**src/rtl/gpu_pkg.sv**
```systemverilog
// rtl/gpu_pkg.sv - shared GPU/VRAM widths, video timing constants and write-FSM state type
package gpu_pkg;

  localparam int ADDR_W = 16;
  localparam int DATA_W = 8;

  // 264 clocks per line x 628 lines per frame
  localparam int H_TOTAL    = 264;
  localparam int V_TOTAL    = 628;
  localparam int H_ACTIVE   = 200;
  localparam int V_ACTIVE   = 600;
  localparam int FRAME_CLKS = H_TOTAL * V_TOTAL;

  typedef enum logic [1:0] {
    WR_IDLE,
    WR_SETUP,
    WR_STROBE,
    WR_HOLD
  } vram_wr_state_t;

  function automatic int cnt_w(input int depth);
    return $clog2(depth) + 1;
  endfunction

endpackage

```
**src/rtl/vram_arbiter_if.sv**
```systemverilog
// rtl/vram_arbiter_if.sv - GPU, CPU and SRAM pin bundle around the VRAM arbiter
interface vram_arbiter_if #(
  parameter int DEPTH  = 4,
  parameter int ADDR_W = gpu_pkg::ADDR_W,
  parameter int DATA_W = gpu_pkg::DATA_W
);
  import gpu_pkg::*;

  localparam int CNT_W = cnt_w(DEPTH);

  logic [ADDR_W-1:0] gpuAddr;
  logic              gpuOe;
  logic              cpuValid;
  logic [ADDR_W-1:0] cpuAddr;
  logic [DATA_W-1:0] cpuData;
  logic              cpuReady;
  logic [ADDR_W-1:0] ramAddr;
  logic [DATA_W-1:0] ramDout;
  logic              ramDrive;
  logic              ramWe;
  logic              ramOe;
  logic [CNT_W-1:0]  fifoCount;
  logic              busy;

  modport slave (
    input  gpuAddr, gpuOe, cpuValid, cpuAddr, cpuData,
    output cpuReady, ramAddr, ramDout, ramDrive, ramWe, ramOe, fifoCount, busy
  );

  modport master (
    output gpuAddr, gpuOe, cpuValid, cpuAddr, cpuData,
    input  cpuReady, ramAddr, ramDout, ramDrive, ramWe, ramOe, fifoCount, busy
  );

endinterface

```
**src/rtl/vram_wr_fifo.sv**
```systemverilog
// rtl/vram_wr_fifo.sv - CPU write buffer, DEPTH entries of {addr, data}, power-of-two depth
module vram_wr_fifo #(
  parameter  int DEPTH = 4,
  parameter  int W     = 24,
  localparam int PTR_W = $clog2(DEPTH),
  localparam int CNT_W = PTR_W + 1
) (
  input  logic             clk,
  input  logic             rst,
  input  logic             push,
  input  logic [W-1:0]     push_data,
  input  logic             pop,
  output logic [W-1:0]     head,
  output logic [CNT_W-1:0] count,
  output logic             full,
  output logic             empty
);

  logic [W-1:0]     mem [DEPTH];
  logic [PTR_W-1:0] wr_ptr;
  logic [PTR_W-1:0] rd_ptr;
  logic [CNT_W-1:0] cnt;
  logic             do_push;
  logic             do_pop;

  assign full    = (cnt == CNT_W'(DEPTH));
  assign empty   = (cnt == '0);
  assign do_push = push && !full;
  assign do_pop  = pop && !empty;
  assign head    = mem[rd_ptr];
  assign count   = cnt;

  always_ff @(posedge clk) begin
    if (do_push) begin
      mem[wr_ptr] <= push_data;
    end
  end

  // Pointers wrap for free because DEPTH is a power of two
  always_ff @(posedge clk or posedge rst) begin
    if (rst) begin
      wr_ptr <= '0;
      rd_ptr <= '0;
      cnt    <= '0;
    end else begin
      if (do_push) begin
        wr_ptr <= wr_ptr + PTR_W'(1);
      end
      if (do_pop) begin
        rd_ptr <= rd_ptr + PTR_W'(1);
      end
      case ({do_push, do_pop})
        2'b10:   cnt <= cnt + CNT_W'(1);
        2'b01:   cnt <= cnt - CNT_W'(1);
        default: cnt <= cnt;
      endcase
    end
  end

endmodule

```
**src/rtl/vram_arbiter.sv**
```systemverilog
// rtl/vram_arbiter.sv - shares video SRAM: zero-latency GPU reads, buffered CPU writes drained in blanking
module vram_arbiter #(
  parameter int DEPTH  = 4,
  parameter int ADDR_W = gpu_pkg::ADDR_W,
  parameter int DATA_W = gpu_pkg::DATA_W
) (
  input logic           clk,
  input logic           rst,
  vram_arbiter_if.slave bus
);
  import gpu_pkg::*;

  localparam int W     = ADDR_W + DATA_W;
  localparam int CNT_W = cnt_w(DEPTH);

  vram_wr_state_t    state;
  logic              drive_q;
  logic              we_q;
  logic [ADDR_W-1:0] hold_addr;
  logic [DATA_W-1:0] hold_data;

  logic [W-1:0]      head;
  logic [ADDR_W-1:0] head_addr;
  logic [DATA_W-1:0] head_data;
  logic [CNT_W-1:0]  count;
  logic              full;
  logic              empty;
  logic              push;
  logic              pop;
  logic              have_work;

  assign {head_addr, head_data} = head;
  assign push      = bus.cpuValid && !full;
  assign pop       = (state == WR_STROBE) && !bus.gpuOe;
  // An entry arriving this cycle lets IDLE start SETUP without waiting a cycle
  assign have_work = !empty || push;

  vram_wr_fifo #(
    .DEPTH(DEPTH),
    .W    (W)
  ) u_fifo (
    .clk      (clk),
    .rst      (rst),
    .push     (push),
    .push_data({bus.cpuAddr, bus.cpuData}),
    .pop      (pop),
    .head     (head),
    .count    (count),
    .full     (full),
    .empty    (empty)
  );

  always_ff @(posedge clk or posedge rst) begin
    if (rst) begin
      state     <= WR_IDLE;
      drive_q   <= 1'b0;
      we_q      <= 1'b0;
      hold_addr <= '0;
      hold_data <= '0;
    end else begin
      case (state)
        WR_IDLE: begin
          we_q <= 1'b0;
          if (have_work && !bus.gpuOe) begin
            state   <= WR_SETUP;
            drive_q <= 1'b1;
          end else begin
            drive_q <= 1'b0;
          end
        end
        WR_SETUP: begin
          if (bus.gpuOe) begin
            state   <= WR_IDLE;
            drive_q <= 1'b0;
            we_q    <= 1'b0;
          end else begin
            state   <= WR_STROBE;
            drive_q <= 1'b1;
            we_q    <= 1'b1;
          end
        end
        WR_STROBE: begin
          we_q <= 1'b0;
          // An abort leaves the head in the FIFO so the whole cycle is retried
          if (bus.gpuOe) begin
            state   <= WR_IDLE;
            drive_q <= 1'b0;
          end else begin
            state     <= WR_HOLD;
            drive_q   <= 1'b1;
            hold_addr <= head_addr;
            hold_data <= head_data;
          end
        end
        WR_HOLD: begin
          we_q <= 1'b0;
          if (have_work && !bus.gpuOe) begin
            state   <= WR_SETUP;
            drive_q <= 1'b1;
          end else begin
            state   <= WR_IDLE;
            drive_q <= 1'b0;
          end
        end
        default: begin
          state   <= WR_IDLE;
          drive_q <= 1'b0;
          we_q    <= 1'b0;
        end
      endcase
    end
  end

  // GPU ownership overrides everything combinationally, including during reset
  assign bus.ramOe     = bus.gpuOe;
  assign bus.ramAddr   = bus.gpuOe ? bus.gpuAddr
                       : ((state == WR_HOLD) ? hold_addr : head_addr);
  assign bus.ramDout   = (state == WR_HOLD) ? hold_data : head_data;
  assign bus.ramWe     = we_q && !bus.gpuOe;
  assign bus.ramDrive  = drive_q && !bus.gpuOe;
  assign bus.cpuReady  = !full;
  assign bus.fifoCount = count;
  assign bus.busy      = !empty || (state != WR_IDLE);

endmodule

```
**src/flat_wrapper.sv**
```systemverilog
// flat-port wrapper written by rule: the top's interface ports become plain ports
module vram_arbiter_flat import gpu_pkg::*;
#(
  parameter int DEPTH  = 4,
  parameter int ADDR_W = gpu_pkg::ADDR_W,
  parameter int DATA_W = gpu_pkg::DATA_W
)
  (clk, rst, bus_gpuAddr, bus_gpuOe, bus_cpuValid, bus_cpuAddr, bus_cpuData, bus_cpuReady, bus_ramAddr, bus_ramDout, bus_ramDrive, bus_ramWe, bus_ramOe, bus_fifoCount, bus_busy);
  vram_arbiter_if #(.DEPTH(DEPTH), .ADDR_W(ADDR_W), .DATA_W(DATA_W)) bus_i ();
  input logic clk;
  input logic rst;
  input wire logic [$bits(bus_i.gpuAddr)-1:0] bus_gpuAddr;
  input wire logic [$bits(bus_i.gpuOe)-1:0] bus_gpuOe;
  input wire logic [$bits(bus_i.cpuValid)-1:0] bus_cpuValid;
  input wire logic [$bits(bus_i.cpuAddr)-1:0] bus_cpuAddr;
  input wire logic [$bits(bus_i.cpuData)-1:0] bus_cpuData;
  output wire logic [$bits(bus_i.cpuReady)-1:0] bus_cpuReady;
  output wire logic [$bits(bus_i.ramAddr)-1:0] bus_ramAddr;
  output wire logic [$bits(bus_i.ramDout)-1:0] bus_ramDout;
  output wire logic [$bits(bus_i.ramDrive)-1:0] bus_ramDrive;
  output wire logic [$bits(bus_i.ramWe)-1:0] bus_ramWe;
  output wire logic [$bits(bus_i.ramOe)-1:0] bus_ramOe;
  output wire logic [$bits(bus_i.fifoCount)-1:0] bus_fifoCount;
  output wire logic [$bits(bus_i.busy)-1:0] bus_busy;
  assign bus_i.gpuAddr = bus_gpuAddr;
  assign bus_i.gpuOe = bus_gpuOe;
  assign bus_i.cpuValid = bus_cpuValid;
  assign bus_i.cpuAddr = bus_cpuAddr;
  assign bus_i.cpuData = bus_cpuData;
  assign bus_cpuReady = bus_i.cpuReady;
  assign bus_ramAddr = bus_i.ramAddr;
  assign bus_ramDout = bus_i.ramDout;
  assign bus_ramDrive = bus_i.ramDrive;
  assign bus_ramWe = bus_i.ramWe;
  assign bus_ramOe = bus_i.ramOe;
  assign bus_fifoCount = bus_i.fifoCount;
  assign bus_busy = bus_i.busy;
  vram_arbiter #(.DEPTH(DEPTH), .ADDR_W(ADDR_W), .DATA_W(DATA_W)) u_core (.clk(clk), .rst(rst), .bus(bus_i));
endmodule
```
**config.mk**
```make
export PLATFORM = sky130hd
export DESIGN_NAME = vram_arbiter_flat
export DESIGN_NICKNAME = d
export VERILOG_FILES = /design/src/rtl/gpu_pkg.sv /design/src/rtl/vram_arbiter_if.sv /design/src/rtl/vram_wr_fifo.sv /design/src/rtl/vram_arbiter.sv /design/src/flat_wrapper.sv
export SDC_FILE = /design/constraint.sdc
export NUM_CORES = 1
export LEC_CHECK = 0
export BUFFER_PORTS_ARGS = -buffer_cell sky130_fd_sc_hd__buf_4
export CAP_MARGIN = 20
export CORE_UTILIZATION = 57
export CTS_CLUSTER_DIAMETER = 30
export DETAILED_ROUTE_END_ITERATION = 16
export PLACE_DENSITY = 0.85
export SLEW_MARGIN = 0
export SYNTH_ARGS = -nofsm -noshare
export SYNTH_HDL_FRONTEND = slang
export SYNTH_SLANG_ARGS = --single-unit
```
**constraint.sdc**
```tcl
create_clock -name clk -period 2.7 [get_ports clk]
set_clock_uncertainty 0.1 [all_clocks]
set_input_delay 0.405 -clock clk [delete_from_list [all_inputs] [get_ports clk]]
set_output_delay 0.405 -clock clk [all_outputs]
set_load 0.01 [all_outputs]
```
==> run metrics <==
outcome finished clean; CTS tree built; vias in the first global route 3,473; Std-Cell Core Area 9284 sq um; Die X-Extent 99.98 um; final hold violations 0; hpwl dp 6629 um; Slew @ Worst Pin 553.9 ps; wirelength, routed 12,770 um; Mapped Nets 361; fmax 373.2 MHz; mux share of post-synthesis cell area 0.1765; CP required 2190 ps; crit end category output pin; largest net degree at the start of global routing 36; Power Dens Cells 1101 nW/um^2; clock sinks 131; Place WS 197.9 ps; cell count after synthesis 306; worst skew pair latency 530 ps; Final GP Congestion 0.8645; r2r worst-path depth 10; routed len/inst 22.32 um; # DRC 0; post-synthesis compound-gate area fraction 0.03064; total global routing overflow 0; initial antenna violation count 0; Vias/cell 5.776; area leader, netlist edfxtp_1; MaxCap Viol Count 0; clock root cell clkbuf_8; fin crit share 0.9925; HP Start bus_gpuOe; TritonCTS Buffers 17; initial drt markers 237; mapped cell area 5471 sq um; crit-path max FO 11; H-tree depth 4; I/O Pins 76; routed vias 3,304; Hold Path Class in2reg; Die Y 99.98 um; Initial Util 0.5894; Final Util 0.7675; most common cell in the netlist edfxtp_1; main area contributors after synthesis edfxtp_1 53%, dfrtp_1 16%, mux4_2 7.4%, mux2_2 7.0%, mux4_1 2.9%; synth warn 0; Final min period 2680 ps; reg2reg setup slack 240 ps; port bufs 75; first-pass GRT wire length 19,450 um; Worst Path Arrival 2170 ps; Reg-to-Reg End u_core.u_fifo.count[2]; critical path type reg2out; ys flop type edfxtp_1; Syn Area/Cell 17.88 sq um; Post-Synth XOR/XNOR Area 0.009604; Sequential Power Share 0.387; Pre-antenna DRT Iters 4; GRT Total Usage 0.2774; Reg clk slew, reported paths 60 ps; hold endpoint u_core.drive_q; synth unique cells 33; setup slack after layout 20.33 ps; Post-DRT Antenna Nets 0; Post-Synth Simple-Gate Area 0.04345; site row count 35; Layout area overhead 30.23%; startpoint types register; CTS Buffer Depth 2; hold depth 2; fill cell count 525; relative slew slack 0.6268; largest family of logic cells by synthesized area multiplexers; die area 9995 sq um; Commonest cells post-synth 96 x edfxtp_1, 35 x dfrtp_1, 34 x mux2_2, 25 x nand2_1, 18 x mux4_2; Synth Register Bits 131; sequential share of the synthesized area 0.6869; # setup viols final 0; adder-cell area share of the yosys netlist 0.02653; sw frac 0.3043; post-synth top area share 0.5269; fin nets 485; Max VDD drop 0.5566 mV; net switching power 2387 uW; Comb pwr share 0.334; final slew viol count 0; cell internal pwr 5458 uW; RR Startpoint u_core.state[0]; number of synthesized flops with an enable pin 96; Inserted Diodes 0; ys async rst share 0.2672; Pleak 0.002778 uW; RSZ-0062 raised after global routing yes; clock power share 0.279; layout cells sized above 1 0.4357
## cell usage in the layout, fill, tap and decap left out, types with 2 or more instances in the layout
cell type       n
buf_6           6
clkinv_2        2
clkbuf_16      16
clkinv_4        4
clkbuf_1        2
dfrtp_1        34
clkbuf_8        2
buf_4          89
xor2_1          3
and3_1          4
dlygate4sd3_1  25
nand2_1        25
ha_1            9
mux4_2         24
xnor2_1         3
inv_1          10
bufinv_16       2
nor2b_1         4
edfxtp_1       96
a221o_1         8
a22oi_1         7
clkinvlp_4      4
nor2_1          9
mux2_2         33
mux2i_1         2
## area by class of cell
| cell class | count | area (sq um) | area share |
|---|---|---|---|
| multi-input cells | 148 | 1575 | 0.2211 |
| clock buffers | 20 | 435.4 | 0.06111 |
| flip-flops and latches | 131 | 3760 | 0.5277 |
| clock inverters | 12 | 135.1 | 0.01896 |
| well taps | 129 | 161.4 | 0.02265 |
| repair buffers | 122 | 1021 | 0.1433 |
| inverters | 10 | 37.54 | 0.005268 |
## power by group through the flow
stage	Sequential, uW	Combinational [uW]	Clock (uW)
after floorplan	2940	1570	0
after global placement	2990	2220	0
after detailed placement	3040	2310	0
after CTS	3010	2540	2200
after global routing	3070	2800	2290
final	3040	2620	2190
## worst max-delay path, stage by stage (launching register included)
cell	delay (ps)
dfrtp_2	430
buf_12	170
mux4_2	560
a221o_1	350
buf_6	140
## per-stage QoR
step | total power (uW) | area [sq um] | setup TNS, ps | hold WS (ps) | std cells
2_1_floorplan | 4508 | 5472 | 0 | 374.9 | 306
3_3_place_gp | 5207 | 6188 | 0 | 383.8 | 504
3_5_place_dp | 5350 | 6188 | 0 | 391.1 | 504
4_1_cts | 7749 | 7077 | 0 | 12.20 | 569
5_1_grt | 8166 | 7126 | -25.41 | 42.76 | 572
6_report | 7846 | 7126 | 0 | 37.09 | 572
## worst max path at each step
| stage | from | to | slack [ps] | cells past startpoint |
|---|---|---|---|---|
| 5_1_grt | u_core.u_fifo.rd_ptr[0] | bus_ramAddr[10] | -20 | 4 |
| 6_report | u_core.u_fifo.rd_ptr[0] | bus_ramAddr[10] | 20 | 4 |
| 4_1_cts | u_core.state[1] | bus_ramAddr[7] | 9 | 7 |
| 3_3_place_gp | u_core.state[0] | bus_ramAddr[2] | 330 | 4 |
| 3_5_place_dp | u_core.state[1] | bus_ramAddr[2] | 200 | 4 |
| 2_1_floorplan | u_core.u_fifo.count[0] | u_core.u_fifo.count[2] | 380 | 9 |
## metal layers
| metal | part of all wire | wire length [um] | vias up | track usage |
|---|---|---|---|---|
| met2 | 0.53 | 6781 | 154 | 0.4753 |
| met4 | 0.025 | 319 | 0 | 0.1371 |
| li1 | - | - | 1430 | - |
| met5 | 0 | 0 | - | 0 |
| met1 | 0.39 | 5017 | 1689 | 0.3350 |
| met3 | 0.051 | 649 | 31 | 0.06198 |
## what timing repair did
action / CTS / global route
endpoints found under the hold margin: 131 / 0
setup endpoints to repair: 22 / 17
resized for setup: 12 / 9
hold buffers: 25 / 0
buffers inserted: 8 / 3
## cell families after synthesis
kind of cell | Yosys count
adder cells (fa/ha/maj) | 11
XOR/XNOR | 6
multiplexers | 60
buffers and inverters | 27
AND/OR/NAND/NOR | 51
flip-flops | 131
AO/OA/AOI/OAI | 20
## flip-flops by register name (all words and copies together) (netlist names)
signal / flops
u_core.u_fifo.mem: 96
u_core.hold_addr: 16
u_core.state: 2
u_core.u_fifo.rd_ptr: 2
u_core.u_fifo.wr_ptr: 2
u_core.drive_q: 1
u_core.hold_data: 8
u_core.we_q: 1
u_core.u_fifo.count: 3
Power figures use the tool's default switching activity.
